`src/rtl/atm_txn_sequencer.sv`:
```
// Account-RAM transaction sequencer: read/check/write for balance, withdraw,
// deposit and transfer, plus the saturating cash-in-machine register.
module atm_txn_sequencer #(
  parameter int CREDIT_VAL_SIZE = 25,
  parameter int UP_LIMIT_SIZE   = 15,
  parameter int RAM_DATA_WIDTH  = UP_LIMIT_SIZE + CREDIT_VAL_SIZE,
  parameter int DEPTH           = 64,
  parameter int ADDR_W          = $clog2(DEPTH),
  parameter int OP_CHOICE_SIZE  = 2,
  parameter int WITHDRAW_SIZE   = 15,
  parameter int ATM_CAP_SIZE    = 18,
  parameter int ATM_CAP_INIT    = 100000
) (
  input  logic                       clk,
  input  logic                       rst_n,
  input  logic                       req_valid,
  output logic                       req_ready,
  input  logic [OP_CHOICE_SIZE-1:0]  req_op,
  input  logic [ADDR_W-1:0]          req_acct,
  input  logic [ADDR_W-1:0]          req_dst,
  input  logic [WITHDRAW_SIZE-1:0]   req_amount,
  output logic                       ram_en,
  output logic                       ram_we,
  output logic [ADDR_W-1:0]          ram_addr,
  output logic [RAM_DATA_WIDTH-1:0]  ram_wdata,
  input  logic [RAM_DATA_WIDTH-1:0]  ram_rdata,
  output logic                       rsp_valid,
  output logic [1:0]                 rsp_status,
  output logic [CREDIT_VAL_SIZE-1:0] rsp_balance,
  input  logic                       cash_load_valid,
  input  logic [ATM_CAP_SIZE-1:0]    cash_load_amount,
  output logic [ATM_CAP_SIZE-1:0]    atm_cash
);

  localparam logic [OP_CHOICE_SIZE-1:0] OP_BAL  = 2'b00;
  localparam logic [OP_CHOICE_SIZE-1:0] OP_WD   = 2'b01;
  localparam logic [OP_CHOICE_SIZE-1:0] OP_DEP  = 2'b10;
  localparam logic [OP_CHOICE_SIZE-1:0] OP_XFER = 2'b11;
  localparam logic [1:0] ST_OK     = 2'b00;
  localparam logic [1:0] ST_CREDIT = 2'b01;
  localparam logic [1:0] ST_LIMIT  = 2'b10;
  localparam logic [1:0] ST_CASH   = 2'b11;
  localparam logic [ATM_CAP_SIZE-1:0] CASH_MAX = '1;

  typedef enum logic [2:0] {
    S_IDLE, S_RD1, S_CAP1, S_RD2, S_CAP2, S_WR1, S_WR2, S_RESP
  } state_t;

  state_t                       r_state;
  logic [OP_CHOICE_SIZE-1:0]    r_op;
  logic [ADDR_W-1:0]            r_acct;
  logic [ADDR_W-1:0]            r_dst;
  logic [WITHDRAW_SIZE-1:0]     r_amount;
  logic [RAM_DATA_WIDTH-1:0]    r_src_word;
  logic [RAM_DATA_WIDTH-1:0]    r_dst_word;
  logic [CREDIT_VAL_SIZE-1:0]   r_pend_bal;
  logic [ATM_CAP_SIZE-1:0]      r_cash;
  logic                         r_req_ready;
  logic                         r_ram_en;
  logic                         r_ram_we;
  logic [ADDR_W-1:0]            r_ram_addr;
  logic [RAM_DATA_WIDTH-1:0]    r_ram_wdata;
  logic                         r_rsp_valid;
  logic [1:0]                   r_rsp_status;
  logic [CREDIT_VAL_SIZE-1:0]   r_rsp_balance;

  logic [CREDIT_VAL_SIZE-1:0]   w_rd_credit;
  logic [UP_LIMIT_SIZE-1:0]     w_rd_limit;
  logic [CREDIT_VAL_SIZE-1:0]   w_amt_c;
  logic [CREDIT_VAL_SIZE:0]     w_rd_sum;
  logic [CREDIT_VAL_SIZE-1:0]   w_rd_diff;
  logic [CREDIT_VAL_SIZE-1:0]   w_src_diff;
  logic                         w_over_credit;
  logic                         w_over_limit;
  logic                         w_over_cash;
  logic                         w_dep_over;
  logic                         w_same_acct;
  logic                         w_fail;
  logic [1:0]                   w_fail_code;
  logic [ATM_CAP_SIZE+1:0]      w_load_ext;
  logic [ATM_CAP_SIZE+1:0]      w_amt_cash;
  logic [ATM_CAP_SIZE+1:0]      w_cash_sum;
  logic [ATM_CAP_SIZE-1:0]      w_cash_next;

  assign w_rd_credit   = ram_rdata[CREDIT_VAL_SIZE-1:0];
  assign w_rd_limit    = ram_rdata[RAM_DATA_WIDTH-1:CREDIT_VAL_SIZE];
  assign w_amt_c       = CREDIT_VAL_SIZE'(r_amount);
  assign w_rd_sum      = {1'b0, w_rd_credit} + {1'b0, w_amt_c};
  assign w_rd_diff     = w_rd_credit - w_amt_c;
  assign w_src_diff    = r_src_word[CREDIT_VAL_SIZE-1:0] - w_amt_c;
  assign w_over_credit = w_amt_c > w_rd_credit;
  assign w_over_limit  = w_amt_c > CREDIT_VAL_SIZE'(w_rd_limit);
  assign w_over_cash   = (ATM_CAP_SIZE+1)'(r_amount) > {1'b0, r_cash};
  assign w_dep_over    = ({1'b0, r_cash} + (ATM_CAP_SIZE+1)'(r_amount)) > {1'b0, CASH_MAX};
  assign w_same_acct   = r_acct == r_dst;
  assign w_load_ext    = cash_load_valid ? {2'b00, cash_load_amount} : '0;
  assign w_amt_cash    = (ATM_CAP_SIZE+2)'(r_amount);

  // CAP1 check outcome for the source word, in status priority order
  always_comb begin
    w_fail      = 1'b0;
    w_fail_code = ST_OK;
    case (r_op)
      OP_WD: begin
        if (w_over_credit)     begin w_fail = 1'b1; w_fail_code = ST_CREDIT; end
        else if (w_over_limit) begin w_fail = 1'b1; w_fail_code = ST_LIMIT;  end
        else if (w_over_cash)  begin w_fail = 1'b1; w_fail_code = ST_CASH;   end
        else                   begin w_fail = 1'b0; w_fail_code = ST_OK;     end
      end
      OP_DEP: begin
        if (w_rd_sum[CREDIT_VAL_SIZE]) begin w_fail = 1'b1; w_fail_code = ST_LIMIT; end
        else if (w_dep_over)           begin w_fail = 1'b1; w_fail_code = ST_CASH;  end
        else                           begin w_fail = 1'b0; w_fail_code = ST_OK;    end
      end
      OP_XFER: begin
        if (w_same_acct)       begin w_fail = 1'b0; w_fail_code = ST_OK;     end
        else if (w_over_credit) begin w_fail = 1'b1; w_fail_code = ST_CREDIT; end
        else if (w_over_limit) begin w_fail = 1'b1; w_fail_code = ST_LIMIT;  end
        else                   begin w_fail = 1'b0; w_fail_code = ST_OK;     end
      end
      default: begin
        w_fail      = 1'b0;
        w_fail_code = ST_OK;
      end
    endcase
  end

  // Cash register next value: refill and the WR1 cash movement land together, then saturate
  always_comb begin
    w_cash_sum = {2'b00, r_cash} + w_load_ext;
    if (r_state == S_WR1 && r_op == OP_WD) begin
      w_cash_sum = w_cash_sum - w_amt_cash;
    end else if (r_state == S_WR1 && r_op == OP_DEP) begin
      w_cash_sum = w_cash_sum + w_amt_cash;
    end else begin
      w_cash_sum = {2'b00, r_cash} + w_load_ext;
    end
  end

  assign w_cash_next = (w_cash_sum > {2'b00, CASH_MAX}) ? CASH_MAX : w_cash_sum[ATM_CAP_SIZE-1:0];

  // Sequencer FSM with registered RAM and response outputs
  always_ff @(posedge clk or negedge rst_n) begin
    if (!rst_n) begin
      r_state       <= S_IDLE;
      r_op          <= '0;
      r_acct        <= '0;
      r_dst         <= '0;
      r_amount      <= '0;
      r_src_word    <= '0;
      r_dst_word    <= '0;
      r_pend_bal    <= '0;
      r_cash        <= ATM_CAP_SIZE'(ATM_CAP_INIT);
      r_req_ready   <= 1'b1;
      r_ram_en      <= 1'b0;
      r_ram_we      <= 1'b0;
      r_ram_addr    <= '0;
      r_ram_wdata   <= '0;
      r_rsp_valid   <= 1'b0;
      r_rsp_status  <= 2'b00;
      r_rsp_balance <= '0;
    end else begin
      r_cash      <= w_cash_next;
      r_ram_en    <= 1'b0;
      r_ram_we    <= 1'b0;
      r_rsp_valid <= 1'b0;
      case (r_state)
        S_IDLE: begin
          if (req_valid) begin
            r_op        <= req_op;
            r_acct      <= req_acct;
            r_dst       <= req_dst;
            r_amount    <= req_amount;
            r_ram_en    <= 1'b1;
            r_ram_addr  <= req_acct;
            r_req_ready <= 1'b0;
            r_state     <= S_RD1;
          end
        end
        S_RD1: r_state <= S_CAP1;
        S_CAP1: begin
          r_src_word <= ram_rdata;
          if (w_fail || r_op == OP_BAL || (r_op == OP_XFER && w_same_acct)) begin
            r_rsp_valid   <= 1'b1;
            r_rsp_status  <= w_fail_code;
            r_rsp_balance <= w_rd_credit;
            r_state       <= S_RESP;
          end else if (r_op == OP_XFER) begin
            r_ram_en   <= 1'b1;
            r_ram_addr <= r_dst;
            r_state    <= S_RD2;
          end else begin
            r_ram_en    <= 1'b1;
            r_ram_we    <= 1'b1;
            r_ram_addr  <= r_acct;
            r_ram_wdata <= {w_rd_limit, (r_op == OP_WD) ? w_rd_diff : w_rd_sum[CREDIT_VAL_SIZE-1:0]};
            r_pend_bal  <= (r_op == OP_WD) ? w_rd_diff : w_rd_sum[CREDIT_VAL_SIZE-1:0];
            r_state     <= S_WR1;
          end
        end
        S_RD2: r_state <= S_CAP2;
        S_CAP2: begin
          if (w_rd_sum[CREDIT_VAL_SIZE]) begin
            r_rsp_valid   <= 1'b1;
            r_rsp_status  <= ST_LIMIT;
            r_rsp_balance <= r_src_word[CREDIT_VAL_SIZE-1:0];
            r_state       <= S_RESP;
          end else begin
            r_dst_word  <= {w_rd_limit, w_rd_sum[CREDIT_VAL_SIZE-1:0]};
            r_ram_en    <= 1'b1;
            r_ram_we    <= 1'b1;
            r_ram_addr  <= r_acct;
            r_ram_wdata <= {r_src_word[RAM_DATA_WIDTH-1:CREDIT_VAL_SIZE], w_src_diff};
            r_pend_bal  <= w_src_diff;
            r_state     <= S_WR1;
          end
        end
        S_WR1: begin
          if (r_op == OP_XFER) begin
            r_ram_en    <= 1'b1;
            r_ram_we    <= 1'b1;
            r_ram_addr  <= r_dst;
            r_ram_wdata <= r_dst_word;
            r_state     <= S_WR2;
          end else begin
            r_rsp_valid   <= 1'b1;
            r_rsp_status  <= ST_OK;
            r_rsp_balance <= r_pend_bal;
            r_state       <= S_RESP;
          end
        end
        S_WR2: begin
          r_rsp_valid   <= 1'b1;
          r_rsp_status  <= ST_OK;
          r_rsp_balance <= r_pend_bal;
          r_state       <= S_RESP;
        end
        S_RESP: begin
          r_req_ready <= 1'b1;
          r_state     <= S_IDLE;
        end
        default: begin
          r_req_ready <= 1'b1;
          r_state     <= S_IDLE;
        end
      endcase
    end
  end

  assign req_ready   = r_req_ready;
  assign ram_en      = r_ram_en;
  assign ram_we      = r_ram_we;
  assign ram_addr    = r_ram_addr;
  assign ram_wdata   = r_ram_wdata;
  assign rsp_valid   = r_rsp_valid;
  assign rsp_status  = r_rsp_status;
  assign rsp_balance = r_rsp_balance;
  assign atm_cash    = r_cash;

endmodule

```
`config.mk`:
```
export PLATFORM = sky130hd
export DESIGN_NAME = atm_txn_sequencer
export DESIGN_NICKNAME = d
export VERILOG_FILES = /design/src/rtl/atm_txn_sequencer.sv
export SDC_FILE = /design/constraint.sdc
export NUM_CORES = 1
export LEC_CHECK = 0
export ABC_AREA = 1
export CORE_UTILIZATION = 53
export CTS_CLUSTER_SIZE = 28
export DETAILED_ROUTE_END_ITERATION = 10
export MAX_ROUTING_LAYER = met4
export PLACE_DENSITY = 0.78
export SETUP_SLACK_MARGIN = 0.5
export SLEW_MARGIN = 15
export SYNTH_ARGS = -nofsm -noshare
export SYNTH_HDL_FRONTEND = slang
export SYNTH_SLANG_ARGS = --single-unit
```
`constraint.sdc`:
```
create_clock -name clk -period 3.8 [get_ports clk]
set_input_delay 0.76 -clock clk [delete_from_list [all_inputs] [get_ports clk]]
set_output_delay 0.76 -clock clk [all_outputs]
set_load 0.1 [all_outputs]
```
Word-level counts from Yosys, hierarchy flattened
Index checks and enable logic that the tools add are counted.
{"block": "word_totals", "regBits": 232}
{"block": "op_classes", "add_sub_neg": 7, "magnitude_cmp": 5, "eq_ne": 19, "n_mux": 65, "bitwise_logic": 1, "reduce_logical": 19}
{"operator": "25-bit 2-to-1 mux", "count": 7}
{"operator": "40-bit 2-to-1 mux", "count": 4}
{"operator": "40-bit case mux with 3 select lines", "count": 1}
{"operator": "25-bit case mux with 4 select lines", "count": 1}
{"operator": "25-bit case mux with 2 select lines", "count": 1}
{"operator": "25-bit by 15-bit subtractor with 25-bit output", "count": 2}
{"operator": "20-bit 2-to-1 mux", "count": 2}
{"operator": "18-bit 2-to-1 mux", "count": 2}
{"operator": "6-bit 2-to-1 mux", "count": 5}
{"operator": "25-bit by 15-bit adder with 26-bit output", "count": 1}
{"operator": "15-bit by 25-bit greater-than comparator with 1-bit output", "count": 1}
{"operator": "2-bit 2-to-1 mux", "count": 12}
{"operator": "3-bit case mux with 8 select lines", "count": 1}
{"operator": "6-bit case mux with 4 select lines", "count": 1}
{"operator": "20-bit by 15-bit adder with 20-bit output", "count": 1}
{"operator": "20-bit by 18-bit greater-than comparator with 1-bit output, second input constant", "count": 1}
{"operator": "20-bit by 15-bit subtractor with 20-bit output", "count": 1}
{"operator": "18-bit by 15-bit adder with 19-bit output", "count": 1}
{"operator": "18-bit by 18-bit adder with 19-bit output", "count": 1}
{"operator": "19-bit by 18-bit greater-than comparator with 1-bit output, second input constant", "count": 1}
{"operator": "15-bit by 18-bit greater-than comparator with 1-bit output", "count": 1}
{"operator": "1-bit 2-to-1 mux", "count": 18}
{"operator": "15-bit greater-than comparator", "count": 1}
{"operator": "2-bit != test, second input constant", "count": 7}
{"operator": "24 further kinds", "count": 42}

Depth between registers and ports, before layout
{"block": "depth", "ltp_word": 9, "ltp_mapped": 31, "depth_no_buf": 28}

Least setup slack after synthesis
No wires, ideal clock.
{"block": "synth_timing", "path_kind": "input-to-reg", "from": "input cash_load_valid", "to": "register r_cash[14], in the netlist atm_cash[14]", "t_arrival_ns": 4.534, "path_slack_ns": -0.853, "path_stages": 30, "n_path_buf": 4, "cell_sequence": "clkbuf_1 -> clkbuf_1 -> nand2_1 -> inv_1 -> ha_1 -> inv_1 -> fa_1 -> inv_1 -> nand3_1 -> nand2_1 -> nand2_1 -> nand2_1 -> a21oi_1 -> o21ai_0 -> xor2_1 -> ha_1 -> buf_2 -> nor2_1 -> nand2_1 -> nor2_1 -> nand2_1 -> nand3_1 -> a21oi_1 -> nor2_2 -> nand3_1 -> nand3_1 -> nand2_2 -> nor2_8 -> buf_8 -> nand2_2"}
{"block": "synth_via", "elab_chain_len": 7}
{"element": "from (decl)", "line": "30", "text": "input logic cash_load_valid,"}
{"element": "18-bit 2-to-1 mux (*)", "line": "96", "text": "assign w_load_ext = cash_load_valid ? {2'b00, cash_load_amount} : '0;"}
{"element": "18-bit by 18-bit adder with 19-bit output (*)", "line": "130, 136"}
{"element": "20-bit by 15-bit adder with 20-bit output", "line": "134", "text": "w_cash_sum = w_cash_sum + w_amt_cash;"}
{"element": "20-bit 2-to-1 mux", "line": "133", "text": "end else if (r_state == S_WR1 && r_op == OP_DEP) begin"}
{"element": "20-bit 2-to-1 mux (*)", "line": "131", "text": "if (r_state == S_WR1 && r_op == OP_WD) begin"}
{"element": "20-bit by 18-bit greater-than comparator with 1-bit output", "line": "140", "text": "assign w_cash_next = (w_cash_sum > {2'b00, CASH_MAX}) ? CASH_MAX : w_cash_sum[ATM_CAP_SIZE-1:0];"}
{"element": "18-bit 2-to-1 mux (*)", "line": "140"}
{"element": "via w_cash_next[14]", "line": "83", "text": "logic [ATM_CAP_SIZE-1:0] w_cash_next;"}
{"element": "to (signal assigned)", "line": "153", "text": "r_cash <= ATM_CAP_SIZE'(ATM_CAP_INIT);"}
{"element": "to (signal assigned)", "line": "163", "text": "r_cash <= w_cash_next;"}
{"element": "to (decl)", "line": "57", "text": "logic [ATM_CAP_SIZE-1:0] r_cash;"}
The timed path passes the listed nets; every way through them passes the cells marked *.
A chain may end at the register's enable or synchronous reset.

Worst setup path in the final report
{"block": "layout_timing", "from": "input cash_load_valid", "to": "register r_cash[3], in the netlist atm_cash[3]"}
The elaborated chain is that of the path after synthesis.

==> flow_summary.yaml <==
place:
  dp_hpwl_mm: 62.8
  portBuffers: 185
  post_dp_cell_area_sq_um: 23300
  gp_congestion: 1.12
setup_path:
  cp.required_ps: 4240
  cp.arrival_ps: 4100
  crit_type: "in2reg"
  cp-start-kind: "input pin"
  cp_max_fo: 10
  r2r_start: "atm_cash[0]"
  slowest_stage: "ha_4"
  cp.buffers_inverters: 6
  critical-path-top-delay-family: "simple AND/OR/NAND/NOR gates"
  cpPeakStageDelay_ps: 360
  end_kind: "flop"
  crit_path_start: "cash_load_valid"
cells_and_area:
  fin_area_sq_um: 25500
  layout-drive-gt1-share: 0.197
  fillers: 2804
  areaGrowthSynthToFinish_pct: 33.4
  utilization: 0.718
  final_nets: 3512
timing:
  hold_violations: 0
  fin_skew_ps: 16.2
  clock.fmax_mhz: 274
  relSlewSlack: 0.319
  tightest_slew_ps: 1020
  setup_viol: 0
  hold_slack_ps: 229
  rsz0062_at_grt: "yes"
  maxSlewViolCount: 0
  period_minus_slack_ps: 3660
  tns_ps: 0
  period_share: 0.962
clocking:
  htree_levels: 1
  clk_latency_ps: 580
  cts.clk_slew.worst_paths_ps: 60
  cts_tree: "yes"
  ctsRootBufferMaster: "clkbuf_16"
  cts_buffer_depth: 3
  cts_buffers: 27
  cts.sink_count: 232
synthesis:
  synth_top_area_frac: 0.295
  synthArstFlopShare: 1.00
  syn-num-nets: 3072
  ys.flop_type: "dfrtp_1"
  synth_edf_count: 0
  yosys.area.top_type: "dfrtp_1"
  ys_warn_count: 0
  syn-cell-area_sq_um: 19100
  synth_area_per_cell_sq_um: 6.73
  synth.area.top_cells: "dfrtp_1, nand2_1, ha_1"
  yosysSeqAreaShare: 0.305
  synthCells: 2837
  synth-seq-cells: 232
  synth_cell_types: 58
global_route:
  grt.busiest_layer: "met2"
  grt_max_degree: 101
  grt_util_all_layers: 0.466
  antenna_found_initial: 2
  global_route.usage.met1: 0.534
  grt_pass1_wl_mm: 126
  grt_pass1_vias: 22000
  overflow: 0
  use_met3: 0.0899
  grt_util_met2: 0.741
floorplan:
  initial_core_util: 0.538
  die_w_um: 192
  io_pins: 186
  die_h_um: 192
  fp-row-count: 69
  core_sq_um: 35500
  die_area_sq_um: 36800
routing:
  viasPerCell: 6.03
  first_pass_iters: 7
  finalWirelength_mm: 83.9
  drt-initial-drc-count: 2392
  ant_nets: 0
  vias: 22700
  drc: 0
  wl_per_cell_um: 22.3
outcome:
  status: "finished, final reports clean"
flow_run:
  cap_viol_max_count: 0
worst_hold_path:
  hold_path.class: "in2async"
synthesized netlist by cell type, types with 4 or more instances:
cell type,n
o21ai_2,24
o211ai_1,21
o21a_1,9
nand3_2,4
o221ai_1,14
buf_6,7
a31oi_1,5
dfrtp_1,225
buf_4,10
dfstp_2,7
o21bai_1,13
a21oi_1,139
nand2_1,940
xor2_1,29
a221oi_1,17
clkbuf_1,43
nand4_1,92
inv_1,317
and3_1,6
nor2_1,183
xnor2_1,5
nand2_4,7
a22oi_1,4
inv_2,25
a21o_1,9
buf_2,42
ha_1,137
nand2_2,29
or2_2,4
o21ai_0,179
fa_1,7
nor2_2,8
nor2_4,4
nor3_1,17
nand3_1,212
state kept, by name (all words and copies together), names as in the netlist, 6 cells and up:
| register | flops |
|---|---|
| r_dst | 6 |
| atm_cash | 18 |
| r_amount | 15 |
| rsp_balance | 25 |
| r_dst_word | 40 |
| r_acct | 6 |
| ram_addr | 6 |
| ram_wdata | 40 |
| r_pend_bal | 25 |
| r_src_word | 40 |
metal layers:
| metal | share of wire | routed length [um] | vias up |
|---|---|---|---|
| met4 | 0.077 | 6440 | 0 |
| met2 | 0.46 | 38700 | 1454 |
| met3 | 0.099 | 8280 | 446 |
| met1 | 0.36 | 30500 | 10700 |
| met5 | 0 | 0 | - |
| li1 | - | - | 10100 |
final timing paths:
kind,depth (start not counted),to,slack [ps]
max,27,atm_cash[3],140
min,1,r_src_word[30],230
max reg2reg,26,atm_cash[3],150
min reg2reg,2,rsp_balance[20],470
max in group asynchronous,2,req_ready,2630
min in group clk,2,rsp_balance[20],470
cell families after synthesis:
family / after synthesis / share of synthesized area
buf+inv: 456 / 0.0994
mux: 2 / 0.00111
flops: 232 / 0.305
xor+xnor: 34 / 0.0156
compound gates: 445 / 0.136
fa+ha+maj: 144 / 0.0971
simple gates: 1524 / 0.346
layout by cell type, fill, tap and decap left out, types with 7 or more instances in the layout:
cell | netlist | final
o21ai_1 | 3 | 9
nor2_1 | 183 | 172
nand2_2 | 29 | 58
nand2_1 | 940 | 902
buf_4 | 10 | 309
clkbuf_16 | 0 | 27
dlymetal6s2s_1 | 0 | 7
nor3_1 | 17 | 15
nand3_2 | 4 | 12
o221ai_1 | 14 | 14
a21oi_2 | 1 | 16
ha_1 | 137 | 107
a221oi_1 | 17 | 17
inv_2 | 25 | 41
nand2_4 | 7 | 15
ha_4 | 0 | 25
nand4_1 | 92 | 92
xor2_1 | 29 | 23
o21a_1 | 9 | 9
dfrtp_1 | 225 | 221
o21ai_2 | 24 | 24
o211ai_1 | 21 | 21
buf_12 | 0 | 13
nor2_4 | 4 | 14
dlygate4sd2_1 | 0 | 7
clkdlybuf4s50_1 | 0 | 168
nor2_2 | 8 | 12
o21ai_0 | 179 | 173
a21oi_1 | 139 | 120
buf_6 | 7 | 13
nand3_1 | 212 | 204
dfstp_2 | 7 | 7
inv_1 | 317 | 299
a21o_1 | 9 | 9
o21bai_1 | 13 | 13
final cells by class:
class / count / area (sq um) / area share
inverters: 345 / 1310 / 0.0514
clock inverters: 9 / 126 / 0.00496
multi-input cells: 2152 / 12300 / 0.482
clock buffers: 38 / 767 / 0.0301
well taps: 461 / 577 / 0.0227
diodes: 3 / 7.51 / 0.000295
repair buffers: 519 / 4590 / 0.180
flip-flops and latches: 232 / 5820 / 0.229
what timing repair did:
action	4_1_cts	5_1_grt
setup buffers	26	12
gates resized for setup	157	57
endpoints found under the setup margin	115	118
pin swaps	83	41
hold buffers	0	0
gates cloned	3	0
stage by stage:
stage	setup WS, ps	std cells
2_1_floorplan	-315	2837
3_3_place_gp	-1050	3668
3_5_place_dp	-1140	3668
4_1_cts	324	3744
5_1_grt	28.5	3758
6_report	144	3759
Power is left out: the tool's default activity adds up to more than one toggle a clock period on the data nets, which glitch-free logic cannot reach.
